### src/rtl/vector_field_packer_pkg.sv
// rtl/vector_field_packer_pkg.sv - width helpers and alignment function for the field packer
package vec_pack_pkg;

  // Upper bound on any staging vector handed to left_align.
  localparam int MAX_W = 512;

  function automatic int off_w(input int in_w);
    return (in_w > 1) ? $clog2(in_w) : 1;
  endfunction

  function automatic int len_w(input int in_w);
    return $clog2(in_w) + 1;
  endfunction

  function automatic int bits_w(input int out_w);
    return $clog2(out_w) + 1;
  endfunction

  // Moves the low cnt bits of stg to the top of an out_w-bit word; the caller truncates to out_w.
  function automatic logic [MAX_W-1:0] left_align(input logic [MAX_W-1:0] stg,
                                                  input int unsigned cnt,
                                                  input int unsigned out_w);
    return stg << (out_w - cnt);
  endfunction

endpackage

### src/rtl/vector_field_packer_if.sv
// rtl/vector_field_packer_if.sv - input beat / output word handshake bundle
interface vector_field_packer_if #(
  parameter int IN_W  = 8,
  parameter int OUT_W = 8
);
  import vec_pack_pkg::*;

  localparam int OFF_W  = off_w(IN_W);
  localparam int LEN_W  = len_w(IN_W);
  localparam int BITS_W = bits_w(OUT_W);

  logic              in_valid;
  logic              in_ready;
  logic [IN_W-1:0]   in_data;
  logic [OFF_W-1:0]  in_off;
  logic [LEN_W-1:0]  in_len;
  logic              in_last;
  logic              out_valid;
  logic              out_ready;
  logic [OUT_W-1:0]  out_data;
  logic [BITS_W-1:0] out_bits;
  logic              err;

  modport master (
    output in_valid, in_data, in_off, in_len, in_last, out_ready,
    input  in_ready, out_valid, out_data, out_bits, err
  );

  modport slave (
    input  in_valid, in_data, in_off, in_len, in_last, out_ready,
    output in_ready, out_valid, out_data, out_bits, err
  );

endinterface

### src/rtl/vector_field_extract.sv
// rtl/vector_field_extract.sv - combinational runtime bit-field selector with overrange flag
module vector_field_extract
  import vec_pack_pkg::*;
#(
  parameter int IN_W = 8
) (
  input  logic [IN_W-1:0]         i_data,
  input  logic [off_w(IN_W)-1:0]  i_off,
  input  logic [len_w(IN_W)-1:0]  i_len,
  output logic [IN_W-1:0]         o_field,
  output logic                    o_overrange
);
  localparam int LEN_W = len_w(IN_W);

  logic [IN_W-1:0]  w_shifted;
  logic [IN_W-1:0]  w_mask;
  logic [LEN_W:0]   w_end;

  always_comb begin
    w_shifted   = i_data >> i_off;
    // A shift by IN_W or more clears the vector, so i_len == IN_W yields an all-ones mask.
    w_mask      = ~({IN_W{1'b1}} << i_len);
    o_field     = w_shifted & w_mask;
    w_end       = (LEN_W + 1)'(i_off) + (LEN_W + 1)'(i_len);
    o_overrange = w_end > (LEN_W + 1)'(IN_W);
  end

endmodule

### src/rtl/vector_field_packer.sv
// rtl/vector_field_packer.sv - concatenates runtime bit-fields MSB-first into fixed-width output words
module vector_field_packer
  import vec_pack_pkg::*;
#(
  parameter int IN_W  = 8,
  parameter int OUT_W = 8
) (
  input logic                  clk,
  input logic                  rst,
  vector_field_packer_if.slave bus
);
  localparam int BITS_W = bits_w(OUT_W);
  localparam int SW     = OUT_W + IN_W;

  logic               r_rst_q;
  logic               r_flush;
  logic               r_err;
  logic               r_out_valid;
  logic [OUT_W-1:0]   r_stg;
  logic [OUT_W-1:0]   r_out_data;
  logic [BITS_W-1:0]  r_cnt;
  logic [BITS_W-1:0]  r_out_bits;

  logic [IN_W-1:0]    w_field;
  logic               w_overrange;
  logic               w_out_free;
  logic               w_in_ready;
  logic               w_accept;
  logic [BITS_W-1:0]  w_n;
  logic [SW-1:0]      w_stg_next;
  logic [OUT_W-1:0]   w_full_word;
  logic [OUT_W-1:0]   w_last_word;
  logic [OUT_W-1:0]   w_flush_word;

  vector_field_extract #(.IN_W(IN_W)) u_extract (
    .i_data      (bus.in_data),
    .i_off       (bus.in_off),
    .i_len       (bus.in_len),
    .o_field     (w_field),
    .o_overrange (w_overrange)
  );

  always_comb begin
    w_out_free   = !r_out_valid || bus.out_ready;
    w_in_ready   = !rst && !r_rst_q && !r_flush && w_out_free;
    w_accept     = bus.in_valid && w_in_ready;
    w_n          = r_cnt + BITS_W'(bus.in_len);
    w_stg_next   = (SW'(r_stg) << bus.in_len) | SW'(w_field);
    // n never exceeds 2*OUT_W-1, so the top OUT_W of the n live bits is the full word.
    w_full_word  = OUT_W'(w_stg_next >> (w_n - BITS_W'(OUT_W)));
    w_last_word  = OUT_W'(left_align(MAX_W'(w_stg_next), 32'(w_n), OUT_W));
    w_flush_word = OUT_W'(left_align(MAX_W'(r_stg), 32'(r_cnt), OUT_W));
  end

  always_ff @(posedge clk) begin
    r_rst_q <= rst;
    if (rst) begin
      r_flush     <= 1'b0;
      r_err       <= 1'b0;
      r_out_valid <= 1'b0;
      r_stg       <= '0;
      r_out_data  <= '0;
      r_cnt       <= '0;
      r_out_bits  <= '0;
    end else begin
      if (bus.out_ready) begin
        r_out_valid <= 1'b0;
      end
      if (w_accept) begin
        r_stg <= w_stg_next[OUT_W-1:0];
        if (w_overrange) begin
          r_err <= 1'b1;
        end
        if (w_n >= BITS_W'(OUT_W)) begin
          r_out_valid <= 1'b1;
          r_out_data  <= w_full_word;
          r_out_bits  <= BITS_W'(OUT_W);
          r_cnt       <= w_n - BITS_W'(OUT_W);
          if (bus.in_last && (w_n != BITS_W'(OUT_W))) begin
            r_flush <= 1'b1;
          end
        end else if (bus.in_last && (w_n != '0)) begin
          r_out_valid <= 1'b1;
          r_out_data  <= w_last_word;
          r_out_bits  <= w_n;
          r_cnt       <= '0;
        end else begin
          r_cnt <= w_n;
        end
      end else if (r_flush && w_out_free) begin
        r_out_valid <= 1'b1;
        r_out_data  <= w_flush_word;
        r_out_bits  <= r_cnt;
        r_cnt       <= '0;
        r_flush     <= 1'b0;
      end
    end
  end

  assign bus.in_ready  = w_in_ready;
  assign bus.out_valid = r_out_valid;
  assign bus.out_data  = r_out_data;
  assign bus.out_bits  = r_out_bits;
  assign bus.err       = r_err;

endmodule

### src/flat_wrapper.sv
// flat-port wrapper written by rule: the top's interface ports become plain ports
module vector_field_packer_flat import vec_pack_pkg::*;
#(
  parameter int IN_W  = 8,
  parameter int OUT_W = 8
)
  (clk, rst, bus_in_valid, bus_in_data, bus_in_off, bus_in_len, bus_in_last, bus_out_ready, bus_in_ready, bus_out_valid, bus_out_data, bus_out_bits, bus_err);
  vector_field_packer_if #(.IN_W(IN_W), .OUT_W(OUT_W)) bus_i ();
  input logic clk;
  input logic rst;
  input wire logic [$bits(bus_i.in_valid)-1:0] bus_in_valid;
  input wire logic [$bits(bus_i.in_data)-1:0] bus_in_data;
  input wire logic [$bits(bus_i.in_off)-1:0] bus_in_off;
  input wire logic [$bits(bus_i.in_len)-1:0] bus_in_len;
  input wire logic [$bits(bus_i.in_last)-1:0] bus_in_last;
  input wire logic [$bits(bus_i.out_ready)-1:0] bus_out_ready;
  output wire logic [$bits(bus_i.in_ready)-1:0] bus_in_ready;
  output wire logic [$bits(bus_i.out_valid)-1:0] bus_out_valid;
  output wire logic [$bits(bus_i.out_data)-1:0] bus_out_data;
  output wire logic [$bits(bus_i.out_bits)-1:0] bus_out_bits;
  output wire logic [$bits(bus_i.err)-1:0] bus_err;
  assign bus_i.in_valid = bus_in_valid;
  assign bus_i.in_data = bus_in_data;
  assign bus_i.in_off = bus_in_off;
  assign bus_i.in_len = bus_in_len;
  assign bus_i.in_last = bus_in_last;
  assign bus_i.out_ready = bus_out_ready;
  assign bus_in_ready = bus_i.in_ready;
  assign bus_out_valid = bus_i.out_valid;
  assign bus_out_data = bus_i.out_data;
  assign bus_out_bits = bus_i.out_bits;
  assign bus_err = bus_i.err;
  vector_field_packer #(.IN_W(IN_W), .OUT_W(OUT_W)) u_core (.clk(clk), .rst(rst), .bus(bus_i));
endmodule
### config.mk
export PLATFORM = sky130hd
export DESIGN_NAME = vector_field_packer_flat
export DESIGN_NICKNAME = d
export VERILOG_FILES = /design/src/rtl/vector_field_packer_pkg.sv /design/src/rtl/vector_field_packer_if.sv /design/src/rtl/vector_field_extract.sv /design/src/rtl/vector_field_packer.sv /design/src/flat_wrapper.sv
export SDC_FILE = /design/constraint.sdc
export NUM_CORES = 1
export LEC_CHECK = 0
export ABC_AREA = 1
export ABC_CLOCK_PERIOD_IN_PS = 3700
export CAP_MARGIN = 20
export CORE_UTILIZATION = 58
export DETAILED_ROUTE_END_ITERATION = 8
export PLACE_DENSITY = 0.81
export SYNTH_ARGS = -nofsm -noshare
export SYNTH_HDL_FRONTEND = slang
export SYNTH_SLANG_ARGS = --single-unit
### constraint.sdc
create_clock -name clk -period 3.7 [get_ports clk]
set_clock_uncertainty 0.05 [all_clocks]
set_input_delay 0.925 -clock clk [delete_from_list [all_inputs] [get_ports clk]]
set_output_delay 0.925 -clock clk [all_outputs]
set_load 0.01 [all_outputs]
==> flow_summary.json <==
{
  "cts_setup_buffers": 0,
  "crit_chain": "clkdlybuf4s50_1 > ha_1 > inv_1 > fa_1 > ha_1 > nand2_1 > nand2_1 > a21oi_2 > nor2_1 > inv_2 > nand3_1 > a21oi_1 > nor2_1",
  "rrSetupSlack_ns": 0.86,
  "chipWidth_um": 76.7,
  "drt-total-wl_um": 9900,
  "insertion_delay_ns": 0.29,
  "track_usage": 0.352,
  "status": "finished clean",
  "synth.cell_area_um2": 3240,
  "tightestPinTransition_ns": 0.465,
  "drv_cap": 0,
  "setup_viol_count_final": 0,
  "endpoint_kind": "flip-flop",
  "power_frac_comb": 0.431,
  "ys_seq_area_frac": 0.173,
  "drive_gt1_frac": 0.104,
  "switchingPower_mw": 0.391,
  "power_frac_seq": 0.325,
  "arrival_ns": 3.51,
  "postRouteAntennaNets": 0,
  "grt_first_pass_wirelength_um": 16600,
  "final_cell_count_no_fill": 654,
  "drt_iter0_drc": 373,
  "initial_core_util": 0.618,
  "internal_power_mw": 0.620,
  "yosysMostFrequentCell": "nand2_1",
  "wl_per_cell_um": 15.1,
  "dpl.hpwl_um": 8020,
  "cp_max_fo": 23,
  "ys.warnings.count": 0,
  "start_kind": "primary input",
  "vias_per_cell": 5.87,
  "power.density_nw_per_um2": 276,
  "grt_max_degree": 24,
  "rows": 26,
  "gp_congestion": 1.03,
  "fin_crit_ns": 3.36,
  "fmax_mhz": 297,
  "htreeDepth": 1,
  "vdd_drop_max_mv": 0.194,
  "vias": 3838,
  "die_h_um": 76.7,
  "cts_hold_buf": 0,
  "antenna_found_initial": 0,
  "r2r-start": "u_core.r_cnt[0]",
  "grt_pass1_vias": 3518,
  "ios": 35,
  "clkPwrFrac": 0.244,
  "yosysTopAreaCell": "nand2_1",
  "drc": 0,
  "cp.required_ns": 3.84,
  "dp.cells": 650,
  "area_delta_synth_final_pct": 13.3,
  "min_to": "u_core.r_flush",
  "synth_top_area_frac": 0.189,
  "yosys_most_used_dff": "dfxtp_1",
  "synthCells": 556,
  "path_clk_slew_ns": 0.11,
  "rsz0062_at_grt": "no",
  "drt_first_pass_iters": 5,
  "gr-total-overflow": 0,
  "dpl_worst_slack_ns": 0.0891,
  "n_antenna_cell": 0,
  "async_reset_ff_frac": 0,
  "finalHoldViolCount": 0,
  "critPathTopFamily": "adder cells",
  "r2r_cells": 12,
  "synth-edff-count": 0,
  "ys_seq_elements": 28,
  "worst-path-buf-inv": 3,
  "cts_root_buf": "clkbuf_8",
  "worstHoldStart": "u_core.r_flush",
  "crit_slowest_cell": "clkdlybuf4s50_1",
  "cts_tree": "built",
  "final.setup.tns_ns": 0,
  "min_period_over_period": 0.909,
  "cts_buffer_depth": 2,
  "synth.area.top_cells": "nand2_1, dfxtp_1, nand3_1, inv_1, o21ai_0",
  "dieArea_um2": 5880,
  "core_um2": 5240,
  "power.total_mw": 1.01,
  "worstReg2RegEnd": "u_core.bus.out_data[3]",
  "min_path_cells": 2,
  "hold_class": "flip-flop to flip-flop",
  "ctsResizeCount": 0,
  "worst_slack_ns": 0.338,
  "synth_nets": 586,
  "max-slew-margin-rel": 0.688,
  "nets": 615,
  "cpPeakStageDelay_ns": 0.51,
  "path_class": "primary input to flip-flop",
  "synthTopCellsByCount": "nand2_1, nand3_1, inv_1",
  "cts_sinks": 28,
  "cts_buffers": 3,
  "synth_cell_types": 42,
  "postSynthAreaPerCell_um2": 5.82,
  "drv_slew": 0,
  "switching_share": 0.386,
  "port_buffers": 34,
  "leakage_nw": 1.74
}
[state kept, by name (all words and copies together), names as in the netlist]
signal and count:
u_core.bus.out_bits 4, u_core.r_cnt 4, u_core.r_stg 8, u_core.r_rst_q 1, u_core.bus.out_valid 1, u_core.bus.out_data 8, u_core.bus.err 1, u_core.r_flush 1
[how the worst max path moves through the flow]
stage,startpoint,endpoint,cells after the start
after detailed placement,bus_in_len[0],u_core.bus.out_data[4],13
after floorplan,bus_in_len[0],u_core.bus.out_data[6],14
final,bus_in_len[0],u_core.bus.out_data[3],13
after global routing,bus_in_len[0],u_core.bus.out_data[6],14
after CTS,bus_in_len[0],u_core.bus.out_data[4],13
after global placement,bus_in_len[0],u_core.bus.out_data[6],14
[power by group through the flow]
| stage | registers (mW) | clock network, mW | logic (mW) |
|---|---|---|---|
| 4_1_cts | 0.328 | 0.247 | 0.427 |
| 3_3_place_gp | 0.335 | 0 | 0.418 |
| 3_5_place_dp | 0.335 | 0 | 0.425 |
| 5_1_grt | 0.331 | 0.260 | 0.485 |
| 6_report | 0.329 | 0.246 | 0.436 |
| 2_1_floorplan | 0.336 | 0 | 0.299 |
[through the flow]
stage	hold WS, ns	cell area, um2	util
global route	0.476	3670	0.700
detailed placement	0.414	3600	0.687
finish	0.429	3670	0.700
CTS	0.428	3670	0.700
floorplan	0.393	3240	-
global placement	0.400	3600	0.687
[cell usage in the layout (no fill, tap or decap), types with 2 or more instances in the layout]
master / n
nand2_1: 163
nand3_1: 97
inv_1: 44
nor2_1: 37
clkdlybuf4s50_1: 34
o21ai_0: 30
a21oi_1: 28
dfxtp_1: 28
buf_4: 15
nand2_2: 13
nand3_2: 10
o21ai_1: 8
ha_1: 8
nand4_1: 7
nor3_1: 6
inv_2: 5
clkinv_1: 4
a211oi_1: 4
xor2_1: 4
a21oi_2: 4
nor2_2: 3
xnor2_1: 3
a31oi_1: 3
o221ai_1: 3
clkbuf_8: 3
inv_4: 2
o21ai_2: 2
o211ai_1: 2
fa_1: 2
[worst reg2reg max path, cell delays in order (launching register included)]
cell and delay, ns:
dfxtp_1 0.57, ha_1 0.25, inv_1 0.06, fa_1 0.47
ha_1 0.25, nand2_1 0.09, nand2_1 0.08, a21oi_2 0.19
nor2_1 0.11, inv_2 0.28, nand3_1 0.14, a21oi_1 0.17
nor2_1 0.05
[metal layers]
layer,track usage,vias up,part of all wire
met5,0,-,0
met4,0.117,0,0.024
met3,0.0643,25,0.085
met2,0.555,181,0.44
met1,0.480,1726,0.45
li1,-,1906,-
[area by class of cell]
cell class                 count  area [um2]
clock buffer                   3        41.3
clock inverter                 1        30.0
fill                         484        1570
inverter                      55         211
multi-input combinational    448        2280
sequential                    28         561
tap                           70        87.6
timing repair buffer          49         453
[cells by family (layout without fill, tap and decap cells)]
| group | after synthesis | count (layout) | synth area share |
|---|---|---|---|
| buf+inv | 80 | 108 | 0.121 |
| flops | 28 | 28 | 0.173 |
| fa+ha+maj | 10 | 10 | 0.0433 |
| simple gates | 342 | 342 | 0.482 |
| mux | 1 | 1 | 0.00309 |
| xor+xnor | 7 | 7 | 0.0189 |
| compound gates | 88 | 88 | 0.158 |
No activity file was read; power rests on OpenSTA's default activity.
